File: config.mk
export PLATFORM = sky130hd
export DESIGN_NAME = icache_refill_engine
export DESIGN_NICKNAME = d
export VERILOG_FILES = /design/src/rtl/icache_refill_engine.sv
export SDC_FILE = /design/constraint.sdc
export NUM_CORES = 1
export LEC_CHECK = 0
export CAP_MARGIN = 5
export CORE_MARGIN = 10
export CORE_UTILIZATION = 50
export CTS_BUF_LIST = sky130_fd_sc_hd__clkbuf_4
export CTS_CLUSTER_SIZE = 40
export DETAILED_ROUTE_END_ITERATION = 8
export PLACE_DENSITY_LB_ADDON = 0.12
export SYNTH_ARGS = -nofsm -noshare
export SYNTH_HDL_FRONTEND = slang
export SYNTH_HIERARCHICAL = 1
export SYNTH_SLANG_ARGS = --single-unit
File: constraint.sdc
create_clock -name clk -period 20.6 [get_ports clk]
set_input_delay 6.18 -clock clk [delete_from_list [all_inputs] [get_ports clk]]
set_output_delay 6.18 -clock clk [all_outputs]
set_load 0.03 [all_outputs]
File: src/rtl/icache_refill_engine.sv
// Instruction-cache miss/refill engine: one AXI4 read burst per line miss, early forwarding of the
// missed instruction, and a write of the assembled line into a round-robin victim way.

module icache_refill_engine_chk #(
    parameter int BEATS = 8,
    parameter int CNT_W = 4
) (
    input logic             clk,
    input logic             rst,
    input logic             in_data,
    input logic             rvalid,
    input logic             rlast,
    input logic [CNT_W-1:0] beat_cnt
);
    // A burst must deliver exactly BEATS beats, with rlast on the final one and nowhere else.
    always @(posedge clk) begin
        if (!rst && in_data && rvalid) begin
            assert (rlast == (beat_cnt == CNT_W'(BEATS - 1)));
        end
    end
endmodule

module icache_refill_engine #(
    parameter int ADDR_W     = 32,
    parameter int LINE_BYTES = 32,
    parameter int AXI_DATA_W = 32,
    parameter int NUM_SETS   = 64,
    parameter int NUM_WAYS   = 4,
    parameter int WRAP_EN    = 1,
    localparam int SET_W  = $clog2(NUM_SETS),
    localparam int OFF_W  = $clog2(LINE_BYTES),
    localparam int TAG_W  = ADDR_W - SET_W - OFF_W,
    localparam int LINE_W = LINE_BYTES * 8
) (
    input  logic                  clk,
    input  logic                  rst,
    input  logic                  miss_valid,
    output logic                  miss_ready,
    input  logic [ADDR_W-1:0]     miss_addr,
    input  logic                  flush,
    output logic [ADDR_W-1:0]     axi_ibus_araddr,
    output logic [7:0]            axi_ibus_arlen,
    output logic [2:0]            axi_ibus_arsize,
    output logic [1:0]            axi_ibus_arburst,
    output logic                  axi_ibus_arvalid,
    input  logic                  axi_ibus_arready,
    input  logic [AXI_DATA_W-1:0] axi_ibus_rdata,
    input  logic [1:0]            axi_ibus_rresp,
    input  logic                  axi_ibus_rvalid,
    input  logic                  axi_ibus_rlast,
    output logic                  axi_ibus_rready,
    output logic                  crit_valid,
    output logic [31:0]           crit_data,
    output logic [ADDR_W-1:0]     crit_pc,
    output logic [NUM_WAYS-1:0]   refill_en,
    output logic [SET_W-1:0]      refill_set,
    output logic [TAG_W-1:0]      refill_tag,
    output logic [LINE_W-1:0]     refill_data,
    output logic                  refill_err,
    output logic                  resume_fetch,
    output logic                  busy
);
    localparam int BEATS    = LINE_W / AXI_DATA_W;
    localparam int BEAT_W   = (BEATS > 1) ? $clog2(BEATS) : 1;
    localparam int CNT_W    = $clog2(BEATS) + 1;
    localparam int SIZE     = $clog2(AXI_DATA_W / 8);
    localparam int WAY_W    = $clog2(NUM_WAYS);
    localparam bit USE_WRAP = (WRAP_EN != 0) &&
                              (BEATS == 2 || BEATS == 4 || BEATS == 8 || BEATS == 16);

    typedef enum logic [1:0] {
        IDLE  = 2'd0,
        ADDR  = 2'd1,
        DATA  = 2'd2,
        WRITE = 2'd3
    } state_t;

    function automatic logic [BEAT_W-1:0] beat_of(input logic [ADDR_W-1:0] a);
        logic [OFF_W-1:0] off;
        off = a[OFF_W-1:0] >> SIZE;
        return off[BEAT_W-1:0];
    endfunction

    function automatic logic [NUM_WAYS-1:0] onehot(input logic [WAY_W-1:0] idx);
        logic [NUM_WAYS-1:0] v;
        v      = {NUM_WAYS{1'b0}};
        v[idx] = 1'b1;
        return v;
    endfunction

    state_t              state_r, state_s;
    logic [ADDR_W-1:0]   addr_r, araddr_r;
    logic [BEAT_W-1:0]   start_beat_r;
    logic [CNT_W-1:0]    beat_cnt_r;
    logic [WAY_W-1:0]    victim_r;
    logic                abort_r, err_r, arvalid_r;
    logic [LINE_W-1:0]   line_r;
    logic                crit_valid_r, refill_err_r, resume_r;
    logic [31:0]         crit_data_r;
    logic [NUM_WAYS-1:0] refill_en_r;

    logic                accept_s, abort_s, err_s, crit_hit_s;
    logic [BEAT_W-1:0]   slot_s;
    logic [31:0]         crit_word_s;

    assign miss_ready = (state_r == IDLE) && !flush;
    assign accept_s   = miss_valid && miss_ready;
    assign abort_s    = abort_r || flush;
    assign err_s      = err_r || (axi_ibus_rresp == 2'b10) || (axi_ibus_rresp == 2'b11);
    // Beat k of the burst lands in line slot (start_beat + k), wrapping modulo BEATS.
    assign slot_s     = start_beat_r + beat_cnt_r[BEAT_W-1:0];
    assign crit_hit_s = (state_r == DATA) && axi_ibus_rvalid && (slot_s == beat_of(addr_r)) &&
                        !abort_s && !err_s;

    generate
        if (AXI_DATA_W == 32) begin : g_lane32
            assign crit_word_s = axi_ibus_rdata;
        end else begin : g_lane64
            assign crit_word_s = addr_r[2] ? axi_ibus_rdata[63:32] : axi_ibus_rdata[31:0];
        end
    endgenerate

    assign axi_ibus_araddr  = araddr_r;
    assign axi_ibus_arlen   = 8'(BEATS - 1);
    assign axi_ibus_arsize  = 3'(SIZE);
    assign axi_ibus_arburst = USE_WRAP ? 2'b10 : 2'b01;
    assign axi_ibus_arvalid = arvalid_r;
    assign axi_ibus_rready  = 1'b1;
    assign crit_valid       = crit_valid_r;
    assign crit_data        = crit_data_r;
    assign crit_pc          = addr_r;
    assign refill_en        = refill_en_r;
    assign refill_set       = addr_r[OFF_W +: SET_W];
    assign refill_tag       = addr_r[ADDR_W-1 -: TAG_W];
    assign refill_data      = line_r;
    assign refill_err       = refill_err_r;
    assign resume_fetch     = resume_r;
    assign busy             = (state_r != IDLE);

    // FSM state register.
    always_ff @(posedge clk or posedge rst) begin
        if (rst) begin
            state_r <= IDLE;
        end else begin
            state_r <= state_s;
        end
    end

    // FSM next-state logic.
    always_comb begin
        state_s = state_r;
        case (state_r)
            IDLE: begin
                if (accept_s) state_s = ADDR;
                else          state_s = IDLE;
            end
            ADDR: begin
                if (arvalid_r && axi_ibus_arready) state_s = DATA;
                else                               state_s = ADDR;
            end
            DATA: begin
                if (axi_ibus_rvalid && axi_ibus_rlast) state_s = WRITE;
                else                                   state_s = DATA;
            end
            WRITE:   state_s = IDLE;
            default: state_s = IDLE;
        endcase
    end

    // Request latch, beat capture, output pulses and victim bookkeeping.
    always_ff @(posedge clk or posedge rst) begin
        if (rst) begin
            addr_r       <= {ADDR_W{1'b0}};
            araddr_r     <= {ADDR_W{1'b0}};
            start_beat_r <= {BEAT_W{1'b0}};
            beat_cnt_r   <= {CNT_W{1'b0}};
            victim_r     <= {WAY_W{1'b0}};
            abort_r      <= 1'b0;
            err_r        <= 1'b0;
            arvalid_r    <= 1'b0;
            line_r       <= {LINE_W{1'b0}};
            crit_valid_r <= 1'b0;
            crit_data_r  <= 32'h0000_0000;
            refill_en_r  <= {NUM_WAYS{1'b0}};
            refill_err_r <= 1'b0;
            resume_r     <= 1'b0;
        end else begin
            crit_valid_r <= 1'b0;
            refill_en_r  <= {NUM_WAYS{1'b0}};
            refill_err_r <= 1'b0;
            resume_r     <= 1'b0;
            case (state_r)
                IDLE: begin
                    if (accept_s) begin
                        addr_r       <= miss_addr;
                        araddr_r     <= USE_WRAP ? {miss_addr[ADDR_W-1:SIZE], {SIZE{1'b0}}}
                                                 : {miss_addr[ADDR_W-1:OFF_W], {OFF_W{1'b0}}};
                        start_beat_r <= USE_WRAP ? beat_of(miss_addr) : {BEAT_W{1'b0}};
                        abort_r      <= 1'b0;
                        err_r        <= 1'b0;
                        arvalid_r    <= 1'b1;
                    end
                end
                ADDR: begin
                    // The address phase always completes; a redirect only marks the refill as dead.
                    if (flush) abort_r <= 1'b1;
                    if (arvalid_r && axi_ibus_arready) begin
                        arvalid_r  <= 1'b0;
                        beat_cnt_r <= {CNT_W{1'b0}};
                    end
                end
                DATA: begin
                    if (flush) abort_r <= 1'b1;
                    if (axi_ibus_rvalid) begin
                        for (int b = 0; b < BEATS; b++) begin
                            if (slot_s == BEAT_W'(b)) line_r[b*AXI_DATA_W +: AXI_DATA_W] <= axi_ibus_rdata;
                        end
                        beat_cnt_r <= beat_cnt_r + 1'b1;
                        if (err_s) err_r <= 1'b1;
                        if (crit_hit_s) begin
                            crit_valid_r <= 1'b1;
                            crit_data_r  <= crit_word_s;
                        end
                        // Write pulses are raised on the rlast edge so they coincide with the WRITE cycle.
                        if (axi_ibus_rlast && !abort_s) begin
                            if (err_s) begin
                                refill_err_r <= 1'b1;
                            end else begin
                                refill_en_r <= onehot(victim_r);
                                victim_r    <= victim_r + 1'b1;
                            end
                        end
                    end
                end
                WRITE: begin
                    if (flush) abort_r <= 1'b1;
                    if (!abort_s) resume_r <= 1'b1;
                end
                default: ;
            endcase
        end
    end

    icache_refill_engine_chk #(.BEATS(BEATS), .CNT_W(CNT_W)) u_chk (
        .clk      (clk),
        .rst      (rst),
        .in_data  (state_r == DATA),
        .rvalid   (axi_ibus_rvalid),
        .rlast    (axi_ibus_rlast),
        .beat_cnt (beat_cnt_r)
    );
endmodule

==> summary.md <==
| Metric | Value |
|---|---|
| Status | complete, no violations |
| Crit-path leading delay family | buffers and inverters |
| Max-Cap Viols | 0 |
| Startpoint Class | primary input |
| Register bit count reported by yosys | 337 |
| Overall routing resource usage | roughly 23% |
| Io pins | approximately 480 |
| CTS HTree Levels | 3 |
| Worst Path Buf+Inv | 2 |
| Die H | around 180 um |
| Clock power share | 17.1% |
| Finished Cell Area | about 0.019 sq mm |
| Pin count of the biggest net entering global routing | between 100 and 150 |
| Crit path cell chain | clkdlybuf4s50_1, nor2_1, clkdlybuf4s50_1 |
| Min cycle time layout | ~14000 ps |
| Cells after Synth | 841 |
| Critical path class | in2out |
| Hold_ws | about 470 ps |
| First-pass GRT wire length | just under 60000 um |
| Top-count cell post-synth | dfrtp_1 |
| Setup violators final | 0 |
| CTS tree | built |
| Placement Cell Area | around 0.018 sq mm |
| Reg power frac | a little under a third |
| Seq/Total Area, Yosys | about 63% |
| Post-CTS Resized | 0 |
| Least-Margin Pin Slew | around 1100 ps |
| Core area | around 0.026 sq mm |
| Hold buffer count at CTS | 0 |
| Cell leakage power | approximately 8.9 nW |
| Switching Power | approximately 1.4 mW |
| Routed Antenna Nets | 0 |
| Final period util | around 67% |
| Mapped cell area | roughly 0.013 sq mm |
| CTS Sinks | about 340 |
| Final Hold Fails | 0 |
| Ys Warns | 6 |
| Area growth syn-to-layout | 41.5% |
| DR pass1 iterations | 4 |
| DPL Wire Length | between 20000 and 30000 um |
| Die area | between 0.03 and 0.04 sq mm |
| Final Slew Violations | 0 |
| Worst path max stage delay | about 700 ps |
| Syn Area/Cell | roughly 16 sq um |
| Layout cell share with drive strength beyond 1 | 33.6% |
| Layout net count | approximately 1400 |
| Final setup skew | between 40 and 50 ps |
| Vias in the first global route | roughly 9300 |
| Setup TNS | 0 ps |
| Slew margin rel. | about a quarter |
| Pint | slightly below 2 mW |
| Combinational share of power | 51.1% |
| # DRC | 0 |
| Vias per cell | ~5.1 |
| RSZ-0062 raised after global routing | no |
| Top cells by count, synth | dfrtp_1, mux2_2, buf_4, mux2_4, buf_2 |
| Cell Rows | a little under 60 |
| Cell taking the most area after synthesis | dfrtp_1 |
| Starting Density | 51.1% |
| Util after Layout | between 70% and 80% |
| Post-synth EDFFs | 0 |
| Most frequent CP cell | clkdlybuf4s50_1 |
| Tot Pwr | between 3 and 4 mW |
| Drt wl/cell | 23.5 um |
| Cell Pwr Density | about 180 mW/mm^2 |
| Routability cong. | about 0.75 |
| Slowest cell on crit path | clkdlybuf4s50_1 |
| Postcts setup bufs | 0 |
| Crit Path Max Fanout | 5 |
| HP Class | reg2reg |
| Worst VDD drop | about 180 uV |
| Routed vias | around 8600 |
| Routed wire length | 39700 um |
| Num CTS Buffers | 86 |
| Synth Flop Type | dfrtp_1 |
| First DRT Iteration DRCs | about 350 |
| Top cell type's share of synthesized area | a little over three fifths |
| Asr flop ratio synth | 100% |
| Overflow after GRT | 0 |
| Synth cell types | 34 |
| Crit path required time | between 10000 and 15000 ps |
| Synth area leaders | dfrtp_1, mux2_2, buf_4, mux2_4, mux2_1 |
| Sw Ratio | between 40% and 50% |
| Number of port buffers | 458 |
| Clock slew at reported path FFs | 60 ps |
| Root Buffer | clkbuf_4 |
| Initial antenna violation count | 1 |
| Clk_lat worst skew | ~670 ps |
| Die W | 184 um |
| CTS max path bufs | 3 |
| CP arrival | roughly 7500 ps |
| Worst setup EP type | primary output |
| Max Fclk | ~73 MHz |
## placed cells by master (no fill, tap or decap), types with 3 or more instances in the layout
| master | Yosys | layout |
|---|---|---|
| inv_1 | 7 | 6 |
| xor2_1 | 3 | 3 |
| o21ai_0 | 4 | 4 |
| ha_1 | 6 | 6 |
| clkbuf_4 | 0 | 124 |
| xnor2_1 | 3 | 3 |
| a21oi_1 | 3 | 3 |
| nor2_1 | 10 | 8 |
| clkinv_1 | 0 | 10 |
| mux2_2 | 274 | 274 |
| dfrtp_1 | 337 | 337 |
| and2_1 | 4 | 4 |
| mux2_4 | 30 | 30 |
| clkdlybuf4s50_1 | 0 | 458 |
| buf_4 | 73 | 11 |
| nand2_1 | 10 | 8 |
| conb_1 | 2 | 16 |
| mux2_1 | 17 | 17 |
| bufinv_16 | 0 | 4 |
## metrics by stage
step	std cells	setup slack, ps
after floorplan	855	5080
after global placement	1550	6900
after detailed placement	1550	6880
after CTS	1690	6890
after global routing	1691	6820
final	1691	6890
## cell families after synthesis
logic type	after synthesis	share of synthesized area, %
flip-flops	337	63.0
AND/OR/NAND/NOR	40	1.66
XOR/XNOR	6	0.393
other	2	0.0561
multiplexers	321	27.9
AO/OA/AOI/OAI	12	0.542
adder cells (fa/ha/maj)	7	0.711
buffers and inverters	116	5.74
## path summary, 6_finish.rpt
kind / start / end / slack (ps) / depth (start not counted)
worst max-delay path: flush / miss_ready / 6890 / 3
worst min-delay path: abort_r$_DFFE_PP0P_ / refill_err$_DFF_PP0_ / 470 / 1
worst max register to register: crit_pc[2]$_DFFE_PP0P_ / refill_data[185]$_DFFE_PP0P_ / 16930 / 8
worst min register to register: abort_r$_DFFE_PP0P_ / refill_err$_DFF_PP0_ / 470 / 1
max in group asynchronous: rst / crit_data[0]$_DFFE_PP0P_ / 13020 / 3
min in group asynchronous: rst / refill_data[175]$_DFFE_PP0P_ / 6050 / 2
## final cells by class
type | instances | area (sq um)
antenna | 1 | 2.50
fill | 1809 | 7280
sequential | 337 | 8430
timing repair buffer | 469 | 4670
inverter | 7 | 33.8
tap | 335 | 419
clock buffer | 124 | 931
multi-input combinational | 402 | 4270
clock inverter | 16 | 170
## routing by layer
layer,global-route usage (%),vias to the layer above,part of all wire [%],routed length [um]
met3,11.1,42,11,4420
met2,38.7,356,50,19700
met1,25.8,4378,37,14800
met5,0,-,0,0
met4,7.15,0,2.1,821
li1,-,3808,-,-
## flip-flops by register name, summed over array words and instances (netlist names), 2 cells and up, named ones only
register,count
beat_cnt_r,3
crit_data,32
crit_pc,32
refill_data,256
refill_en,4
victim_r,2
## power groups by stage
stage | Sequential [mW] | Clock (mW) | Combinational (mW)
after floorplan | 1.56 | 0 | 0.529
after global placement | 1.07 | 0 | 1.73
after detailed placement | 1.09 | 0 | 1.74
after CTS | 1.08 | 0.601 | 1.75
after global routing | 1.11 | 0.636 | 1.80
final | 1.08 | 0.579 | 1.73
(Power assumes the default switching activity.)
==> variant (same flow settings) <==
The parameter `AXI_DATA_W` goes from 32 to 64.
--- a/src/rtl/icache_refill_engine.sv
+++ b/src/rtl/icache_refill_engine.sv
@@ -23,7 +23,7 @@
 module icache_refill_engine #(
     parameter int ADDR_W     = 32,
     parameter int LINE_BYTES = 32,
-    parameter int AXI_DATA_W = 32,
+    parameter int AXI_DATA_W = 64,
     parameter int NUM_SETS   = 64,
     parameter int NUM_WAYS   = 4,
     parameter int WRAP_EN    = 1,
Interface: changed (resized axi_ibus_rdata); port bits go from 476 to 508. The function was not compared with the original's and may differ.
==> variant against the original RTL <==
- sequential cell count shrank 1
- power grew 7.5%
- routed wire length is 3.2% higher
- synthesized area rose by 4.0%
- final area increased by 3.7%
- register-to-register slack gained 660 ps
- setup slack got worse by 78 ps
==> variant: results (changes against the original RTL) <==
| Metric | Value |
|---|---|
| FF-to-FF End | refill_data[252]$_DFFE_PP0P_ |
| Netlist cell types | 39 (+15%) |
| Post-synth top cells | dfrtp_1 (336), mux2_2 (292), buf_4 (80) |
| Initial DRC count | 272 (-23%) |
| Total Wirelength | 40900 um (+3.2%) |
| Share of cells above drive strength 1 | 0.358 (+0.0219) |
| Clock Latency Late Sink | 700 ps (+30 ps) |
| Synth top area cells | dfrtp_1 (60%), mux2_2 (24%), mux2_4 (6.5%), buf_4 (4.3%), buf_12 (0.86%) |
| Largest net degree at the start of global routing | 140 (+32%) |
| HPWL Detailed | 29800 um (+4.3%) |
| I/O Buffers | 489 (+6.8%) |
| Dpl ws | 6800 ps (-78.4 ps) |
| Final Wtd Congestion | 0.783 (+4.7%) |
| R2R cell count | 5 (-3) |
| First-pass GRT wire length | 62300 um (+5.0%) |
| Number of CTS-inserted buffers | 87 (+1.2%) |
| Seq/Total Area, Yosys | 0.604 (-0.0260) |
| Max transition margin | 0.325 (+0.0630) |
| Via density | 4.97 (-2.2%) |
| Worst vdd ir | 175 uV (-3.0%) |
| WHS | 502 ps (+28.9 ps) |
| Reg-to-Reg Start | crit_pc[3]$_DFFE_PP0P_ |
| Startpoint of the worst hold path | crit_data[8]$_DFFE_PP0P_ |
| GRT Overall Usage | 0.230 (-0.00139) |
| Leak | 8.81 nW (-0.56%) |
| Outcome | finished clean |
| DP Area | 18600 um^2 (+4.1%) |
| CP max FO | 4 (-1) |
| WP data arrival | 7610 ps (+80 ps) |
| Hold Path Sink | crit_data[8]$_DFFE_PP0P_ |
-- variant: cell count changes after synthesis, sizes merged, moves of 4 or more --
| cell | before | now |
|---|---|---|
| nor2 | 10 | 6 |
| nand2 | 10 | 1 |
| nor4 | 4 | 0 |
| clkbuf | 1 | 7 |
| mux2 | 321 | 353 |
-- variant: cell families (layout without fill, tap and decap cells) --
| family | after synthesis | count (layout) | share of synthesized area |
|---|---|---|---|
| multiplexers | 355 | 355 | 0.303 |
| XOR/XNOR | 2 | 2 | 0.00234 |
| other | 2 | 18 | 0.000540 |
| buffers and inverters | 122 | 659 | 0.0667 |
| flip-flops | 336 | 336 | 0.604 |
| adder cells (fa/ha/maj) | 6 | 6 | 0.00540 |
| AND/OR/NAND/NOR | 29 | 29 | 0.0137 |
| AO/OA/AOI/OAI | 8 | 8 | 0.00369 |
-- variant: worst max path at each step --
stage | from | to | slack, ps | cells after the start
5_1_grt | flush | miss_ready | 6720 | 3
2_1_floorplan | rst | asynchronous set/reset pin | 5110 | 1
4_1_cts | flush | miss_ready | 6790 | 3
3_5_place_dp | flush | miss_ready | 6800 | 3
6_report | flush | miss_ready | 6810 | 3
3_3_place_gp | flush | miss_ready | 6800 | 3
-- variant: metal layers --
layer | share of wire | global-route usage
met1 | 0.38 | 0.250
met3 | 0.10 | 0.106
met2 | 0.49 | 0.389
met4 | 0.028 | 0.0834
met5 | 0 | 0
-- variant: final cells by class --
type                    instances  area, um^2
flip-flops and latches        336        8410
fillers                      1982        8010
repair buffers                501        4980
multi-input cells             417        4650
clock buffers                 128         961
well taps                     378         473
clock inverters                23         108
inverters                       7        33.8
diodes                          1        2.50
-- variant: worst max-delay path: stages --
cell	delay [ps]
clkdlybuf4s50_1	460
nor3_1	190
clkdlybuf4s50_1	770
-- variant: per-stage QoR --
stage | util | std cells | power [mW]
4_1_cts | 0.710 | 1790 | 3.68
3_3_place_gp | 0.671 | 1639 | 3.08
3_5_place_dp | 0.671 | 1639 | 3.11
5_1_grt | 0.710 | 1791 | 3.81
2_1_floorplan | - | 875 | 2.31
6_report | 0.710 | 1791 | 3.64
-- variant: power by group --
part / internal, mW / leakage [nW] / switching (mW)
clock network: 0.285 / 0.629 / 0.267
logic: 0.887 / 3.90 / 1.08
registers: 0.944 / 4.28 / 0.173
total: 2.12 / 8.81 / 1.52
